## src/rtl/seqswitch_pkg.sv

```systemverilog
// ---------------------------------------------------------------------------
// seqswitch_pkg : shared types, constants and mV helper for seqswitch_n
// Revision      : 1.0  initial release
// ---------------------------------------------------------------------------
`default_nettype none

package seqswitch_pkg;

  typedef enum logic [1:0] {
    FWD      = 2'd0,
    REV      = 2'd1,
    PINGPONG = 2'd2,
    HOLD     = 2'd3
  } mode_t;

  localparam int C_SCHMITT_HI_MV_DEF = 2000;
  localparam int C_SCHMITT_LO_MV_DEF = 500;
  localparam int C_OUT_HI_MV_DEF     = 5000;

  // Samples carry 2 fractional bits of millivolts.
  function automatic int from_mv(input int mv);
    return mv <<< 2;
  endfunction

endpackage

`default_nettype wire

```

## src/rtl/seqswitch_n_schmitt.sv

```systemverilog
// ---------------------------------------------------------------------------
// schmitt_trigger : hysteresis comparator with rising-edge flag, sample gated
// Revision        : 1.0  initial release
// ---------------------------------------------------------------------------
`default_nettype none

module schmitt_trigger #(
  parameter int W  = 16,
  parameter int HI = 8000,
  parameter int LO = 2000
) (
  input  logic                clk,
  input  logic                rst_n,
  input  logic                en,
  input  logic signed [W-1:0] in,
  output logic                state,
  output logic                rise
);

  localparam logic signed [W-1:0] C_HI = W'(HI);
  localparam logic signed [W-1:0] C_LO = W'(LO);

  logic w_state_nxt;

  always_comb begin
    w_state_nxt = state;
    if (in > C_HI)
      w_state_nxt = 1'b1;
    else if (in < C_LO)
      w_state_nxt = 1'b0;
  end

  // Edge is reported on the same sample that sets the state.
  assign rise = en && !state && w_state_nxt;

  always_ff @(posedge clk) begin
    if (!rst_n)
      state <= 1'b0;
    else if (en)
      state <= w_state_nxt;
  end

endmodule

`default_nettype wire

```

## src/rtl/seqswitch_n.sv

```systemverilog
// ---------------------------------------------------------------------------
// seqswitch_n : N-channel CV-clocked sequential switch with direction modes
// Optional    : SEQSWITCH_N_XFADE_EN enables linear crossfade on step change
// Revision    : 1.0  initial release
// ---------------------------------------------------------------------------
`default_nettype none

module seqswitch_n
  import seqswitch_pkg::*;
#(
  parameter int W             = 16,
  parameter int N_CH          = 4,
  parameter int SCHMITT_HI_MV = C_SCHMITT_HI_MV_DEF,
  parameter int SCHMITT_LO_MV = C_SCHMITT_LO_MV_DEF,
  parameter int OUT_HI_MV     = C_OUT_HI_MV_DEF,
  parameter int XFADE_LOG2    = 6
) (
  input  logic                      clk,
  input  logic                      rst_n,
  input  logic                      sample_en,
  input  logic [W-1:0]              clk_in,
  input  logic [W-1:0]              rst_in,
  input  logic [1:0]                mode,
  input  logic [$clog2(N_CH):0]     len,
  input  logic [N_CH*W-1:0]         sig_in,
  output logic [N_CH*W-1:0]         sig_out,
  output logic [W-1:0]              eoc_out,
  output logic [$clog2(N_CH)-1:0]   pos_out
);

  localparam int PW = $clog2(N_CH);
  localparam int LW = PW + 1;
  localparam logic [W-1:0] C_OUT_HI = W'(from_mv(OUT_HI_MV));

  logic                w_clk_state, w_clk_rise, w_rst_rise;
  logic [LW-1:0]       w_len;
  logic [PW-1:0]       w_last, w_pos_nxt, r_pos;
  logic                w_dir_nxt, r_dir;
  logic [W-1:0]        r_eoc;
  logic signed [W-1:0] w_in  [N_CH];
  logic signed [W-1:0] w_mix [N_CH];
  logic signed [W-1:0] r_out [N_CH];

  function automatic logic [PW-1:0] rot(input int k, input logic [PW-1:0] p);
    logic [PW:0] s;
    s = (PW+1)'(k) + {1'b0, p};
    if (s >= (PW+1)'(N_CH))
      s = s - (PW+1)'(N_CH);
    return s[PW-1:0];
  endfunction

  schmitt_trigger #(.W(W), .HI(from_mv(SCHMITT_HI_MV)), .LO(from_mv(SCHMITT_LO_MV))) u_clk_st (
    .clk(clk), .rst_n(rst_n), .en(sample_en), .in(clk_in),
    .state(w_clk_state), .rise(w_clk_rise)
  );

  schmitt_trigger #(.W(W), .HI(from_mv(SCHMITT_HI_MV)), .LO(from_mv(SCHMITT_LO_MV))) u_rst_st (
    .clk(clk), .rst_n(rst_n), .en(sample_en), .in(rst_in),
    .state(), .rise(w_rst_rise)
  );

  for (genvar k = 0; k < N_CH; k++) begin : g_ch
    assign w_in[k]            = sig_in[k*W +: W];
    assign sig_out[k*W +: W]  = r_out[k];
  end

  always_comb begin
    w_len = len;
    if (len == '0 || len > LW'(N_CH))
      w_len = LW'(N_CH);
  end

  assign w_last = PW'(w_len - LW'(1));

  always_comb begin
    w_pos_nxt = r_pos;
    w_dir_nxt = r_dir;
    if (w_rst_rise) begin
      w_pos_nxt = '0;
      w_dir_nxt = 1'b0;
    end else if ({1'b0, r_pos} >= w_len) begin
      w_pos_nxt = '0;
    end else if (w_clk_rise) begin
      case (mode_t'(mode))
        FWD: w_pos_nxt = (r_pos == w_last) ? '0 : r_pos + 1'b1;
        REV: w_pos_nxt = (r_pos == '0) ? w_last : r_pos - 1'b1;
        PINGPONG: begin
          if (w_len == LW'(1)) begin
            w_pos_nxt = '0;
          end else if (!r_dir) begin
            if (r_pos == w_last) begin
              w_pos_nxt = r_pos - 1'b1;
              w_dir_nxt = 1'b1;
            end else begin
              w_pos_nxt = r_pos + 1'b1;
            end
          end else begin
            if (r_pos == '0) begin
              w_pos_nxt = PW'(1);
              w_dir_nxt = 1'b0;
            end else begin
              w_pos_nxt = r_pos - 1'b1;
            end
          end
        end
        default: ;
      endcase
    end
  end

`ifdef SEQSWITCH_N_XFADE_EN
  localparam int PRW = W + XFADE_LOG2 + 2;
  localparam logic [XFADE_LOG2:0] C_CNT_MAX = (XFADE_LOG2+1)'(1 << XFADE_LOG2);

  logic [PW-1:0]          r_old, r_tgt, w_old;
  logic [XFADE_LOG2:0]    r_cnt, w_cnt;
  logic                   w_chg;
  logic signed [W-1:0]    w_a [N_CH];
  logic signed [W-1:0]    w_b [N_CH];
  logic signed [W:0]      w_diff [N_CH];
  logic signed [PRW-1:0]  w_prod [N_CH];
  logic signed [PRW-1:0]  w_shft [N_CH];

  // A routed-position change (one sample late) restarts the fade from the prior target.
  assign w_chg = (r_pos != r_tgt);
  assign w_old = w_chg ? r_tgt : r_old;
  assign w_cnt = w_chg ? '0 : r_cnt;

  always_comb begin
    for (int k = 0; k < N_CH; k++) begin
      w_a[k]    = w_in[rot(k, w_old)];
      w_b[k]    = w_in[rot(k, r_pos)];
      w_diff[k] = {w_b[k][W-1], w_b[k]} - {w_a[k][W-1], w_a[k]};
      w_prod[k] = PRW'(w_diff[k]) * PRW'($signed({1'b0, w_cnt}));
      w_shft[k] = w_prod[k] >>> XFADE_LOG2;
      w_mix[k]  = w_a[k] + w_shft[k][W-1:0];
    end
  end

  always_ff @(posedge clk) begin
    if (!rst_n) begin
      r_old <= '0;
      r_tgt <= '0;
      r_cnt <= '0;
    end else if (sample_en) begin
      r_old <= w_old;
      r_tgt <= r_pos;
      r_cnt <= (w_cnt == C_CNT_MAX) ? w_cnt : w_cnt + 1'b1;
    end
  end
`else
  always_comb begin
    for (int k = 0; k < N_CH; k++)
      w_mix[k] = w_in[rot(k, r_pos)];
  end
`endif

  always_ff @(posedge clk) begin
    if (!rst_n) begin
      r_pos <= '0;
      r_dir <= 1'b0;
      r_eoc <= '0;
      for (int k = 0; k < N_CH; k++)
        r_out[k] <= '0;
    end else if (sample_en) begin
      r_pos <= w_pos_nxt;
      r_dir <= w_dir_nxt;
      r_eoc <= (w_clk_state && r_pos == '0) ? C_OUT_HI : '0;
      for (int k = 0; k < N_CH; k++)
        r_out[k] <= w_mix[k];
    end
  end

  assign pos_out = r_pos;
  assign eoc_out = r_eoc;

endmodule

`default_nettype wire

```

## config.mk

```make
export PLATFORM = sky130hd
export DESIGN_NAME = seqswitch_n
export DESIGN_NICKNAME = d
export VERILOG_FILES = /design/src/rtl/seqswitch_pkg.sv /design/src/rtl/seqswitch_n_schmitt.sv /design/src/rtl/seqswitch_n.sv
export SDC_FILE = /design/constraint.sdc
export NUM_CORES = 1
export LEC_CHECK = 0
export CAP_MARGIN = 30
export CORE_MARGIN = 2
export CORE_UTILIZATION = 35
export DETAILED_ROUTE_END_ITERATION = 16
export PLACE_DENSITY = 0.73
export SLEW_MARGIN = 5
export SYNTH_ARGS = -nofsm -noshare
export SYNTH_HDL_FRONTEND = slang
export SYNTH_HIERARCHICAL = 1
export SYNTH_SLANG_ARGS = --single-unit
export TNS_END_PERCENT = 10
```

## constraint.sdc

```tcl
create_clock -name clk -period 8.6 [get_ports clk]
set_input_delay 1.72 -clock clk [delete_from_list [all_inputs] [get_ports clk]]
set_output_delay 1.72 -clock clk [all_outputs]
set_load 0.01 [all_outputs]
```

# Word-level counts from Yosys, hierarchy flattened

Memory sizes are Yosys's and may differ from the RTL's.
Index checks and enable logic that the tools add are counted.

Bits in registers: 21
Input bits: 104
Memories: 1
Bits in writable memories: 64
Output and inout port bits: 82

Reductions and logical operators: 17
Bitwise logic cells: 8
Add/sub/neg operators: 10
Equality and inequality tests: 6
Order comparisons: 14
Mux-type cells: 48

Memory list:

| memory | words | width | read ports | clocked after memory_dff | write ports | RTL line          | text |
|---|---|---|---|---|---|---|---|
| r_out  | 4     | 16    | 4          | 0                        | 4           | seqswitch_n.sv:42 | `logic signed [W-1:0] r_out [N_CH];` |

Operator list:

| kind                                                                                 | number |
|---|---|
| 16-bit two-way mux                                                                   | 12 |
| 16-bit binary-select mux with 2-bit select                                           | 4 |
| 16-bit by 14-bit > comparator with 1-bit output (second input constant)              | 2 |
| 16-bit by 12-bit less-than comparator with 1-bit output (second input constant)      | 2 |
| 2-bit two-way mux                                                                    | 13 |
| 3-bit greater-or-equal comparator (second input constant)                            | 7 |
| 1-bit two-way mux                                                                    | 16 |
| 15-bit two-way mux                                                                   | 1 |
| 2-bit NOT with 3-bit output                                                          | 4 |
| 2-bit by 1-bit subtractor with 2-bit output (second input constant)                  | 6 |
| 2-bit by 2-bit adder with 3-bit output (first input constant)                        | 2 |
| 2-bit case mux with 3 select lines                                                   | 1 |
| 1-bit logical AND                                                                    | 5 |
| 5-bit AND reduction                                                                  | 1 |
| 5-bit nonzero test                                                                   | 1 |
| 2-bit zero test                                                                      | 2 |
| 2-bit by 1-bit != test with 1-bit output (second input constant)                     | 2 |
| 1-bit OR                                                                             | 4 |
| 2-bit nonzero test                                                                   | 2 |
| 1-bit by 2-bit adder with 3-bit output (first input constant)                        | 1 |
| 3-bit by 1-bit == test with 1-bit output (second input constant)                     | 1 |
| 2-bit by 3-bit greater-or-equal comparator with 1-bit output                         | 1 |
| 2-bit by 3-bit greater-or-equal comparator with 1-bit output (second input constant) | 1 |
| 3-bit > comparator (second input constant)                                           | 1 |
| other kinds (10)                                                                     | 11 |

# Longest topological paths before layout

Depth in word-level cells: 12
Gate-level depth with buffers: 11
Depth with buffers taken out: 9

# Modules after synthesis

Netlist, hierarchy kept.

By module, submodules not included:

| module          | area an instance (um2) | cells an instance | sequential area each (um2) | times used |
|---|---|---|---|---|
| seqswitch_n     | 4662.0                 | 306               | 2001.9                     | 1 |
| schmitt_trigger | 128.9                  | 20                | 20.0                       | 2 |

# Worst setup path before layout

No wires, ideal clock.

Kind: input-to-reg
Start point: input port sample_en
End point: memory r_out[0][0], enable pin
Cell stages on the path: 2
Buffers on the path: 1
Arrival time: 3549 ps
Setup slack: 4618 ps
Cells stage by stage: buf_1 nand2b_1

RTL lines:

| element            | RTL line          | text |
|---|---|---|
| start: declaration | seqswitch_n.sv:20 | `input logic sample_en,` |
| end: declaration   | seqswitch_n.sv:42 |  |

# Worst setup path after layout

Start point: input port len[0]
End point: register r_pos[1] (netlist: pos_out[1])

Cells in the longest elaborated chain, start to end: 12
Elaborated cells between the ends (all ways): 20
Those cells by class: add/sub: 1; order compare: 2; eq/ne: 2; mux: 10; reduce/logical: 5

Ends and longest elaborated chain:

| element                                                      | RTL line                             | text |
|---|---|---|
| start: declaration                                           | seqswitch_n.sv:24                    | `input logic [$clog2(N_CH):0] len,` |
| 3-bit > comparator / 3-bit zero test (equally long branches) | seqswitch_n.sv:69                    | `if (len == '0 \|\| len > LW'(N_CH))` |
| 1-bit logical OR                                             | seqswitch_n.sv:69                    |  |
| 3-bit two-way mux *                                          | seqswitch_n.sv:69                    |  |
| 2-bit by 1-bit subtractor with 2-bit output                  | seqswitch_n.sv:73                    | `assign w_last = PW'(w_len - LW'(1));` |
| 2-bit == test                                                | seqswitch_n.sv:85, seqswitch_n.sv:91 |  |
| 2-bit two-way mux                                            | seqswitch_n.sv:91                    | `if (r_pos == w_last) begin` |
| 2-bit two-way mux                                            | seqswitch_n.sv:90                    | `end else if (!r_dir) begin` |
| 2-bit two-way mux                                            | seqswitch_n.sv:88                    | `if (w_len == LW'(1)) begin` |
| 2-bit case mux with 3 select lines                           | seqswitch_n.sv:84                    | `case (mode_t'(mode))` |
| 2-bit two-way mux                                            | seqswitch_n.sv:83                    | `end else if (w_clk_rise) begin` |
| 2-bit two-way mux                                            | seqswitch_n.sv:81                    | `end else if ({1'b0, r_pos} >= w_len) begin` |
| 2-bit two-way mux                                            | seqswitch_n.sv:78                    | `if (w_rst_rise) begin` |
| end signal: assignment                                       | seqswitch_n.sv:166                   | `r_pos <= w_pos_nxt;` |
| end: declaration                                             | seqswitch_n.sv:37                    | `logic [PW-1:0] w_last, w_pos_nxt, r_pos;` |

Every way passes the cells marked *; elsewhere a longest branch is shown, timed or not. The select of a mux whose other input is x is not followed.
A chain may end at the register's enable or synchronous reset.

==> flow_summary.ini <==
[detailed_routing]
antenna_left = 0
vias_per_cell = 5.46
wl_um = 11600
wl_per_cell_um = 16.9
drc_errors = 0
first_pass_iters = 4
dr_total_vias = 3748
drt_iter0_drc = 242

[logic_synthesis]
async_flop_share_pct = 0
synth-edff-count = 64
syn_inst = 346
synth_fa_ha_area_share_pct = 2.29
ys_warn_count = 6
synth_xor_area_share_pct = 0.356
synth_simple_gate_area_share_pct = 13.6
seq_area_frac_synth_pct = 41.5
synthesis.area_mm2 = 0.00492
synth_cell_types = 43
syn_area_per_cell_um2 = 14.2
synth_compound_area_share_pct = 4.12
synth_ff_type = edfxtp_1
ys_ff_latch = 70
yosys-mux-area-fraction_pct = 30.6
synth_top_family_by_area = multiplexers

[clocking]
numClockSinks = 70
cts_buffer_depth = 2
cts_buffers = 9
hold_buffers = 0
h-tree-depth = 3
clk_latency_ps = 320
cts_tree = built
path_clk_slew_ps = 60
cts_resized = 0
post_cts_buffers = 0
root_buffer = clkbuf_16

[floorplanning]
die_w_um = 123
start_util_pct = 35.6
dieArea_mm2 = 0.0150
num_rows = 43
num_io_pins = 186
core_area_mm2 = 0.0138
die_h_um = 123

[timing]
fmax_mhz = 252
max_slew_margin_pct = 52.2
min_period_ps = 3970
rsz0062_at_grt = no
maxSlewViolCount = 0
tns_ps = 0
hold_viol_final = 0
skew_ps = 4.80
fin_crit_sh_pct = 46.2
tightestPinTransition_ps = 717
setup_violations = 0

[place]
gp_congestion = 0.796
port_buffers = 174
dp.cells = 671
hpwlAfterDp_um = 8340

[global_routing]
antenna_found_initial = 0
overflow = 0
grt_max_degree = 77
grt_pass1_vias = 3734
grt_usage_pct = 15.7
grt_pass1_wl_um = 18300

[critical_path]
max_stage_delay_ps = 400
cp_num_buf_inv = 1
slowest_stage = clkdlybuf4s50_1
critPathTopFamily = simple AND/OR/NAND/NOR gates
worstPathArrival_ps = 4210
worstPathCellList = clkdlybuf4s50_1, or2_2, ha_1, nor2b_1, ha_1, nor2b_1, o21bai_1, a211oi_1, nand3_1, o31ai_1
critPathKind = in2reg
required_ps = 8840
critPathMaxFanout = 4
critPathLaunchType = input pin
crit_path_end_kind = flip-flop

[power_and_ir_drop]
irDropWorstVdd_mv = 0.0894
p_leak_uw = 0.00256
power_per_cell_area_mw_per_mm2 = 135
power_uw = 935

[status]
outcome = finished, final reports clean

[layout]
finalNonFillerCells = 687
nFillCells = 1180
antennaDiodeCount = 0
area_growth_pct = 40.5
drive_gt1_share_pct = 15.2
fin_nets = 615

[min_path]
hp-class = reg2reg

[flow_run]
maxCapViolCount = 0
[synthesized netlist by cell type (all sizes together), types with 3 or more instances]
cell	number	area share, %
a21boi	3	0.46
a21oi	5	0.51
and3	64	8.1
buf	32	5.7
clkbuf	13	0.99
dfxtp	6	2.4
edfxtp	64	39
ha	9	2.3
inv	10	0.76
mux4	64	30
nand2	9	0.69
nand2b	4	0.51
nand3	7	0.71
nand4	4	0.51
nor2	8	0.71
nor2b	3	0.38
nor3	3	0.31
nor4	6	0.76
o211ai	3	0.46
o21ai	7	0.71
[layer usage]
metal	part of all wire, %	track usage (%)	vias up
li1	-	-	1718
met1	41	19.8	1837
met2	49	26.7	183
met3	8.6	3.81	10
met4	1.3	4.74	0
met5	0	0	-
[worst register-to-register path, stage by stage, from the launching register on]
cell and delay, ps:
dfxtp_2 620, buf_12 260, inv_1 70, ha_1 270, buf_4 430, mux4_2 400
and3_1 190
[power breakdown]
part / total, uW / leakage (uW) / internal [uW] / switching, uW
logic: 201 / 0.00169 / 122 / 79.0
registers: 405 / 0.000755 / 397 / 8.31
clock network: 328 / 0.000124 / 192 / 136
total: 935 / 0.00256 / 711 / 224
[cells by family after synthesis]
family / count (synthesis)
and+or+nand+nor: 114
DFF: 70
muxes: 65
buffers and inverters: 55
AOI/OAI and AO/OA: 30
adders and majority gates: 9
xor gates and xnor gates: 2
other: 1
[cell type report]
cell class	instances	area, um2	share of cell area, %
multi-input combinational	231	2550	36.9
sequential	70	2050	29.6
timing repair buffer	180	1790	25.9
clock buffer	9	225	3.26
tap	180	225	3.26
clock inverter	7	40.0	0.579
inverter	10	37.5	0.543
[final timing paths]
kind / start / to / slack (ps) / cells after the start
setup / recovery: len[0] / pos_out[1]$_SDFFE_PN0P_ / 4630 / 10
hold / removal: u_rst_st/state$_SDFFE_PN0P_ / u_rst_st/state$_SDFFE_PN0P_ / 480 / 2
setup reg to reg: pos_out[1]$_SDFFE_PN0P_ / r_out[1][11]$_SDFFCE_PN0P_ / 6120 / 6
hold reg to reg: u_rst_st/state$_SDFFE_PN0P_ / u_rst_st/state$_SDFFE_PN0P_ / 480 / 2
[stage by stage]
step,worst slack (ps),instance area (um2),utilization [%],hold slack (ps)
2_1_floorplan,4620,4960,-,440
3_3_place_gp,4440,6630,47.9,452
3_5_place_dp,4300,6650,48.1,456
4_1_cts,4650,6910,50.0,468
5_1_grt,4430,6910,50.0,518
6_report,4630,6910,50.0,475
[layout by cell type (no fill, tap or decap), drive strengths merged, types with 3 or more instances in the layout]
cell / instances
nand3: 7
conb: 11
and3: 64
nor2b: 3
ha: 9
nand2: 9
clkinv: 4
mux4: 64
dfxtp: 6
o21ai: 7
nor3: 3
nor2: 8
nand2b: 4
a21oi: 5
inv: 11
clkdlybuf4s50: 172
nor4: 6
o211ai: 3
nand4: 4
clkbuf: 9
edfxtp: 64
buf: 8
a21boi: 3
[state kept, by name, summed over array words and instances (netlist names)]
signal and cells:
eoc_out 1, r_dir 1, r_out 64, pos_out 2
u_clk_st/state 1, u_rst_st/state 1
No activity file was read; power rests on OpenSTA's default activity.
